$ cat src/rtl/cnn_pixel_streamer_pkg.sv
// Shared types and sizing for the CNN pixel streamer: pixel format, frame size
// and read-side FSM states.
package cnn_stream_pkg;
  localparam int BIT_W  = 4;
  localparam int FRAC_W = 2;
  localparam int IN_W   = 8;
  localparam int NPIX   = IN_W * IN_W;

  typedef logic signed [BIT_W-1:0] pixel_t;

  typedef enum logic [1:0] {
    S_IDLE   = 2'd0,
    S_STREAM = 2'd1,
    S_GAP    = 2'd2
  } stream_state_t;

  function automatic int idx_bits(input int n);
    return (n > 1) ? $clog2(n) : 1;
  endfunction
endpackage

$ cat src/rtl/cnn_pixel_streamer_if.sv
// Write-port handshake and CNN-facing pixel stream of the pixel streamer.
interface cnn_pixel_streamer_if #(
  parameter int bitWidth = cnn_stream_pkg::BIT_W
);
  logic                       wrValid;
  logic                       wrReady;
  logic signed [bitWidth-1:0] wrPixel;
  logic                       wrLast;
  logic signed [bitWidth-1:0] outPixel;
  logic                       outValid;
  logic                       outFirst;
  logic                       outLast;

  modport master (
    output wrValid, wrPixel, wrLast,
    input  wrReady, outPixel, outValid, outFirst, outLast
  );

  modport slave (
    input  wrValid, wrPixel, wrLast,
    output wrReady, outPixel, outValid, outFirst, outLast
  );
endinterface

$ cat src/rtl/cnn_pixel_streamer_bank.sv
// One frame buffer: DEPTH-entry register file, synchronous write and
// combinational read. Contents are intentionally not reset.
module pixel_bank #(
  parameter int bitWidth = 4,
  parameter int DEPTH    = 64,
  parameter int AW       = (DEPTH > 1) ? $clog2(DEPTH) : 1
) (
  input  logic                clk,
  input  logic                i_we,
  input  logic [AW-1:0]       i_waddr,
  input  logic [bitWidth-1:0] i_wdata,
  input  logic [AW-1:0]       i_raddr,
  output logic [bitWidth-1:0] o_rdata
);
  logic [bitWidth-1:0] r_mem [DEPTH];

  always_ff @(posedge clk) begin
    if (i_we) r_mem[i_waddr] <= i_wdata;
  end

  assign o_rdata = r_mem[i_raddr];
endmodule

$ cat src/rtl/cnn_pixel_streamer.sv
// Ping-pong frame buffer feeding the CNN pixel input: frames are loaded over a
// valid/ready port and streamed out in raster order without stalls.
module cnn_pixel_streamer
  import cnn_stream_pkg::*;
#(
  parameter int bitWidth   = BIT_W,
  parameter int NFRAC      = FRAC_W,
  parameter int inputWidth = IN_W,
  parameter int gapCycles  = 0
) (
  input  logic                    clk,
  input  logic                    reset,
  input  logic                    streamEn,
  output logic                    loadErr,
  output logic [1:0]              bankFull,
  cnn_pixel_streamer_if.slave     bus
);
  localparam int NUM_PIX = inputWidth * inputWidth;
  localparam int AW      = idx_bits(NUM_PIX);
  localparam int GW      = idx_bits(gapCycles + 1);
  localparam logic [AW-1:0] LAST_IDX = AW'(NUM_PIX - 1);
  localparam logic [GW-1:0] GAP_MAX  = GW'(gapCycles);

  if (NFRAC > bitWidth) begin : g_nfrac_range
    $error("NFRAC exceeds bitWidth");
  end

  // write side
  logic [AW-1:0] r_wrIdx;
  logic          r_wrBank;
  logic          r_loadErr;
  logic          w_wrReady;
  logic          w_accept;
  logic          w_commit;

  // read side
  stream_state_t r_state, w_nxtState;
  logic [AW-1:0] r_rdIdx, w_nxtRdIdx, w_emitIdx;
  logic          r_rdBank;
  logic [GW-1:0] r_gapCnt, w_nxtGap;
  logic [1:0]    r_bankFull;
  logic          w_startOk, w_emit, w_release;
  logic [1:0]    w_setMask, w_clrMask;

  logic [1:0][bitWidth-1:0] w_bankRd;
  logic [bitWidth-1:0]      w_rdData;

  logic [bitWidth-1:0] r_outPixel;
  logic                r_outValid, r_outFirst, r_outLast;

  assign w_wrReady = !r_bankFull[r_wrBank];
  assign w_accept  = bus.wrValid && w_wrReady;
  assign w_commit  = w_accept && (r_wrIdx == LAST_IDX);

  always_ff @(posedge clk) begin
    if (reset) begin
      r_wrIdx   <= '0;
      r_wrBank  <= 1'b0;
      r_loadErr <= 1'b0;
    end else if (w_accept) begin
      if (r_wrIdx == LAST_IDX) begin
        // a full-length frame commits even when wrLast is missing
        r_wrIdx  <= '0;
        r_wrBank <= ~r_wrBank;
        if (!bus.wrLast) r_loadErr <= 1'b1;
      end else if (bus.wrLast) begin
        r_wrIdx   <= '0;
        r_loadErr <= 1'b1;
      end else begin
        r_wrIdx <= r_wrIdx + 1'b1;
      end
    end
  end

  for (genvar b = 0; b < 2; b++) begin : g_bank
    pixel_bank #(
      .bitWidth (bitWidth),
      .DEPTH    (NUM_PIX),
      .AW       (AW)
    ) u_bank (
      .clk     (clk),
      .i_we    (w_accept && (r_wrBank == 1'(b))),
      .i_waddr (r_wrIdx),
      .i_wdata (bus.wrPixel),
      .i_raddr (w_emitIdx),
      .o_rdata (w_bankRd[b])
    );
  end

  assign w_rdData  = w_bankRd[r_rdBank];
  assign w_startOk = r_bankFull[r_rdBank] && streamEn;

  // Starting a frame emits pixel 0 on the same edge that leaves IDLE/GAP, so
  // the first pixel follows the committing write by one clock.
  always_comb begin
    w_emit     = 1'b0;
    w_emitIdx  = r_rdIdx;
    w_nxtState = r_state;
    w_nxtRdIdx = r_rdIdx;
    w_nxtGap   = r_gapCnt;
    w_release  = 1'b0;
    case (r_state)
      S_IDLE: begin
        if (w_startOk) begin
          w_emit     = 1'b1;
          w_emitIdx  = '0;
          w_nxtRdIdx = AW'(1);
          w_nxtState = S_STREAM;
        end
      end
      S_STREAM: begin
        w_emit = 1'b1;
        if (r_rdIdx == LAST_IDX) begin
          w_release  = 1'b1;
          w_nxtRdIdx = '0;
          if (gapCycles > 0) begin
            w_nxtState = S_GAP;
            w_nxtGap   = '0;
          end else if (r_bankFull[~r_rdBank] && streamEn) begin
            w_nxtState = S_STREAM;
          end else begin
            w_nxtState = S_IDLE;
          end
        end else begin
          w_nxtRdIdx = r_rdIdx + 1'b1;
        end
      end
      S_GAP: begin
        if (r_gapCnt == GAP_MAX) begin
          if (w_startOk) begin
            w_emit     = 1'b1;
            w_emitIdx  = '0;
            w_nxtRdIdx = AW'(1);
            w_nxtState = S_STREAM;
          end else begin
            w_nxtState = S_IDLE;
          end
        end else begin
          w_nxtGap = r_gapCnt + 1'b1;
        end
      end
      default: w_nxtState = S_IDLE;
    endcase
  end

  // commit and release always address different banks
  assign w_setMask = w_commit  ? (2'b01 << r_wrBank) : 2'b00;
  assign w_clrMask = w_release ? (2'b01 << r_rdBank) : 2'b00;

  always_ff @(posedge clk) begin
    if (reset) begin
      r_state    <= S_IDLE;
      r_rdIdx    <= '0;
      r_rdBank   <= 1'b0;
      r_gapCnt   <= '0;
      r_bankFull <= 2'b00;
      r_outPixel <= '0;
      r_outValid <= 1'b0;
      r_outFirst <= 1'b0;
      r_outLast  <= 1'b0;
    end else begin
      r_state    <= w_nxtState;
      r_rdIdx    <= w_nxtRdIdx;
      r_gapCnt   <= w_nxtGap;
      r_bankFull <= (r_bankFull | w_setMask) & ~w_clrMask;
      if (w_release) r_rdBank <= ~r_rdBank;
      r_outValid <= w_emit;
      r_outPixel <= w_emit ? w_rdData : '0;
      r_outFirst <= w_emit && (w_emitIdx == '0);
      r_outLast  <= w_emit && (w_emitIdx == LAST_IDX);
    end
  end

  assign bus.wrReady  = w_wrReady;
  assign bus.outPixel = r_outPixel;
  assign bus.outValid = r_outValid;
  assign bus.outFirst = r_outFirst;
  assign bus.outLast  = r_outLast;
  assign loadErr      = r_loadErr;
  assign bankFull     = r_bankFull;
endmodule

$ cat src/flat_wrapper.sv
// flat-port wrapper written by rule: the top's interface ports become plain ports
module cnn_pixel_streamer_flat import cnn_stream_pkg::*;
#(
  parameter int bitWidth   = BIT_W,
  parameter int NFRAC      = FRAC_W,
  parameter int inputWidth = IN_W,
  parameter int gapCycles  = 0
)
  (clk, reset, streamEn, loadErr, bankFull, bus_wrValid, bus_wrPixel, bus_wrLast, bus_wrReady, bus_outPixel, bus_outValid, bus_outFirst, bus_outLast);
  cnn_pixel_streamer_if #(.bitWidth(bitWidth)) bus_i ();
  input  logic clk;
  input  logic reset;
  input  logic streamEn;
  output logic loadErr;
  output logic [1:0] bankFull;
  input wire logic [$bits(bus_i.wrValid)-1:0] bus_wrValid;
  input wire logic [$bits(bus_i.wrPixel)-1:0] bus_wrPixel;
  input wire logic [$bits(bus_i.wrLast)-1:0] bus_wrLast;
  output wire logic [$bits(bus_i.wrReady)-1:0] bus_wrReady;
  output wire logic [$bits(bus_i.outPixel)-1:0] bus_outPixel;
  output wire logic [$bits(bus_i.outValid)-1:0] bus_outValid;
  output wire logic [$bits(bus_i.outFirst)-1:0] bus_outFirst;
  output wire logic [$bits(bus_i.outLast)-1:0] bus_outLast;
  assign bus_i.wrValid = bus_wrValid;
  assign bus_i.wrPixel = bus_wrPixel;
  assign bus_i.wrLast = bus_wrLast;
  assign bus_wrReady = bus_i.wrReady;
  assign bus_outPixel = bus_i.outPixel;
  assign bus_outValid = bus_i.outValid;
  assign bus_outFirst = bus_i.outFirst;
  assign bus_outLast = bus_i.outLast;
  cnn_pixel_streamer #(.bitWidth(bitWidth), .NFRAC(NFRAC), .inputWidth(inputWidth), .gapCycles(gapCycles)) u_core (.clk(clk), .reset(reset), .streamEn(streamEn), .loadErr(loadErr), .bankFull(bankFull), .bus(bus_i));
endmodule
$ cat config.mk
export PLATFORM = sky130hd
export DESIGN_NAME = cnn_pixel_streamer_flat
export DESIGN_NICKNAME = d
export VERILOG_FILES = /design/src/rtl/cnn_pixel_streamer_pkg.sv /design/src/rtl/cnn_pixel_streamer_if.sv /design/src/rtl/cnn_pixel_streamer_bank.sv /design/src/rtl/cnn_pixel_streamer.sv /design/src/flat_wrapper.sv
export SDC_FILE = /design/constraint.sdc
export NUM_CORES = 1
export LEC_CHECK = 0
export ABC_AREA = 1
export CELL_PAD_IN_SITES_DETAIL_PLACEMENT = 0
export CELL_PAD_IN_SITES_GLOBAL_PLACEMENT = 1
export CORE_ASPECT_RATIO = 0.9
export CORE_MARGIN = 5
export CORE_UTILIZATION = 55
export CTS_BUF_LIST = sky130_fd_sc_hd__clkbuf_8 sky130_fd_sc_hd__clkbuf_16
export CTS_CLUSTER_SIZE = 25
export DETAILED_ROUTE_END_ITERATION = 6
export PLACE_DENSITY_LB_ADDON = 0.25
export SLEW_MARGIN = 20
export SYNTH_ARGS = -nofsm -noshare
export SYNTH_HDL_FRONTEND = slang
export SYNTH_SLANG_ARGS = --single-unit
$ cat constraint.sdc
create_clock -name clk -period 5.6 [get_ports clk]
set_input_delay 1.12 -clock clk [delete_from_list [all_inputs] [get_ports clk]]
set_output_delay 1.12 -clock clk [all_outputs]
set_load 0.03 [all_outputs]
==> run metrics <==
status finished clean; r2r endpoint u_core.bus.outPixel[3]$_SDFF_PP0_; IO buf count 19; Via Count roughly 16000; period utilisation layout 63.4%; CP max FO 26; maxcap violations 0; total power 0.00814 W; worst r2r path cells 15; WL/cell 22.6 µm; Post-CTS Setup Bufs 0; Detailed Place HPWL 37500 µm; CP Launch Type primary input; Die Area 46900 µm²; drt total wl approximately 63000 µm; delay-heaviest family, CP simple AND/OR/NAND/NOR gates; CP max stage delay around 560 ps; most frequent CP cell nor2_1; first-pass GRT wire length roughly 95000 µm; Rel. slew slack a little over a quarter; Vias/cell just under 6; DRC viols 0; Yosys cell types 42; Slew @ Worst Pin 1090 ps; diode count 0; R2R Setup Slk roughly 2100 ps; Sink Count 537; antenna-violating nets left 0; largest net degree at the start of global routing 133; Top FF cell, synth edfxtp_1; Worst Setup Path Type primary input to flop; share of cells above drive strength 1 slightly below 9%; PwrDens approximately 320 nW/µm²; CTS max path bufs 3; crit end category flop; Worst Skew 18.2 ps; Placer Congestion 0.910; commonest non-fill, non-tap cell in the layout edfxtp_1; WP buf/inv 3; Reg clk slew, reported paths 60 ps; Setup TNS Final 0 ps; number of global-route vias before repair between 15000 and 20000; DR iter-0 viols about 1900; ys async rst share 0%; final hold vios 0; Total GRT Usage 26.5%; sequential share of the synthesized area 67.6%; data required time of the critical path ~6000 ps; top post-synthesis cells by area edfxtp_1 65%, nor2_1 6.5%, nand2_1 6.4%; Mapped Avg Cell Area 10.7 µm²; area fraction of the dominant cell type after synthesis between 60% and 70%; final setup violation count 0; # hold bufs at CTS 0; Layout area overhead 10.0%; syn_nets between 2000 and 2500; CP Launch Point streamEn; number of synthesized flops with an enable pin 512; fin crit period 3550 ps; Synthesis Warnings 0; hold path cells 2; initial core utilization 55.9%; clock root buffer clkbuf_16; RSZ-0062 raised after global routing false; Hold Path Origin u_core.loadErr$_SDFFE_PP0P_; num rows 71; Max stage delay cell, worst path nor2_4; Yosys reg bits between 500 and 600; DIE HEIGHT 206 µm; initial antenna violation count 1; most frequent cells in the layout 512 x edfxtp_1, 404 x nor2_1, 395 x nand2_1, 207 x inv_1, 177 x nand3_1; Final #Nets 2191; Core Area about 42000 µm²; hold crit path type flop to flop; VDD IR-drop max between 0.0003 and 0.0004 V; gr ovfl total 0; Post-Syn Area 23500 µm²; Slew Viols, Final 0; crit path cell chain clkdlybuf4s50_1, nand3_4, nand2_2, nor2_4, buf_4, inv_1, nor2_1, o21ai_0, nand3_1, a21oi_1, nor2_1, nor2_1, nor2_1; worst path arrival time between 4000 and 5000 ps; Pleak 9.64 nW; cell taking the most area after synthesis edfxtp_1; die width 228 µm; RR Startpoint u_core.r_rdBank$_SDFFE_PP0P_; Post-Syn Instances ~2200; Num CTS Buffers 55; number of top-level pins 20; Initial DRT Pass Iterations 5; CTS resizes 0; clock tree from TritonCTS built; worst hold endpoint u_core.loadErr$_SDFFE_PP0P_; htree depth 2; fmax 0.282 GHz; Clock Latency Late Sink 610 ps
## synth_stat cells (all sizes together) (2+ instances only)
| master | count |
|---|---|
| nor3b | 2 |
| o2111ai | 21 |
| dfxtp | 25 |
| edfxtp | 512 |
| nand3 | 178 |
| nand3b | 57 |
| inv | 203 |
| clkinv | 3 |
| o21ai | 75 |
| o21a | 2 |
| nor2 | 408 |
| o22ai | 3 |
| a221oi | 2 |
| nand2 | 400 |
| a21oi | 19 |
| o211ai | 47 |
| clkbuf | 41 |
| buf | 80 |
| or2 | 60 |
| nor4 | 2 |
| ha | 2 |
| nand4 | 21 |
| nor3 | 15 |
| o221ai | 11 |
## logic make-up (layout without fill, tap and decap cells)
| group | Yosys count | count (layout) | share of synthesized area [%] |
|---|---|---|---|
| buffers and inverters | 327 | 357 | 5.83 |
| AO/OA/AOI/OAI | 185 | 185 | 5.11 |
| adder cells (fa/ha/maj) | 2 | 2 | 0.107 |
| AND/OR/NAND/NOR | 1143 | 1143 | 21.4 |
| flip-flops | 537 | 537 | 67.6 |
## worst register-to-register path: stages (launching register included)
cell     delay [ps]
dfxtp_1         690
inv_4           140
nand2_1          90
nand2_1         100
nand3_4         200
nand2_2         210
nor2_4          560
buf_4           490
inv_1           170
nor2_1          110
o21ai_0          90
nand3_1         120
a21oi_1          60
nor2_1          260
nor2_1           70
nor2_1          110
## per-stage QoR
step                      cell area (µm²)  setup slack (ps)  util, %  instances  hold WS (ps)
after floorplan                     23500              2950        -       2194           469
after global placement              24100              1520     57.3       2670           441
after detailed placement            24100              1520     57.3       2670           444
after CTS                           25800              2150     61.5       2771           453
after global routing                25800              1920     61.5       2771           490
final                               25800              2050     61.5       2771           456
## flip-flops by register name, indices dropped and copies added, names as in the netlist, 2 cells and up
name                        cells
u_core.r_wrIdx                  6
u_core.bus.outPixel             4
u_core.bankFull                 2
u_core.g_bank.u_bank.r_mem    512
u_core.r_rdIdx                  6
## routing by layer
layer / track usage [%] / wire length, µm / vias to the layer above
met5: 0 / 0 / -
met4: 8.23 / 1780 / 0
met3: 4.49 / 5310 / 104
met2: 43.2 / 29300 / 697
met1: 37.3 / 26300 / 7750
li1: - / - / 7457
## worst max path at each step
| stage | depth (start not counted) | slack [ps] | endpoint |
|---|---|---|---|
| after global placement | 15 | 1520 | u_core.bus.outPixel[3]$_SDFF_PP0_ |
| after CTS | 13 | 2150 | u_core.bus.outPixel[3]$_SDFF_PP0_ |
| final | 13 | 2050 | u_core.bus.outPixel[3]$_SDFF_PP0_ |
| after global routing | 15 | 1920 | u_core.bus.outPixel[3]$_SDFF_PP0_ |
| after detailed placement | 13 | 1520 | u_core.bus.outPixel[3]$_SDFF_PP0_ |
| after floorplan | 6 | 2950 | u_core.g_bank[0].u_bank.r_mem[10][0]$_DFFE_PP_ |
## final cells by class
| type | instances | area [µm²] |
|---|---|---|
| inverter | 206 | 776 |
| clock inverter | 46 | 397 |
| timing repair buffer | 50 | 438 |
| fill | 3409 | 16200 |
| multi-input combinational | 1330 | 6290 |
| clock buffer | 55 | 1380 |
| sequential | 537 | 15900 |
| tap | 547 | 684 |
## where the power goes
| group | total (W) | switching [W] | internal, W |
|---|---|---|---|
| sequential | 0.00440 | 0.00000272 | 0.00440 |
| combinational | 0.000119 | 0.000103 | 0.0000163 |
| clock | 0.00362 | 0.00152 | 0.00210 |
| total | 0.00814 | 0.00162 | 0.00652 |
Power figures use the tool's default switching activity.
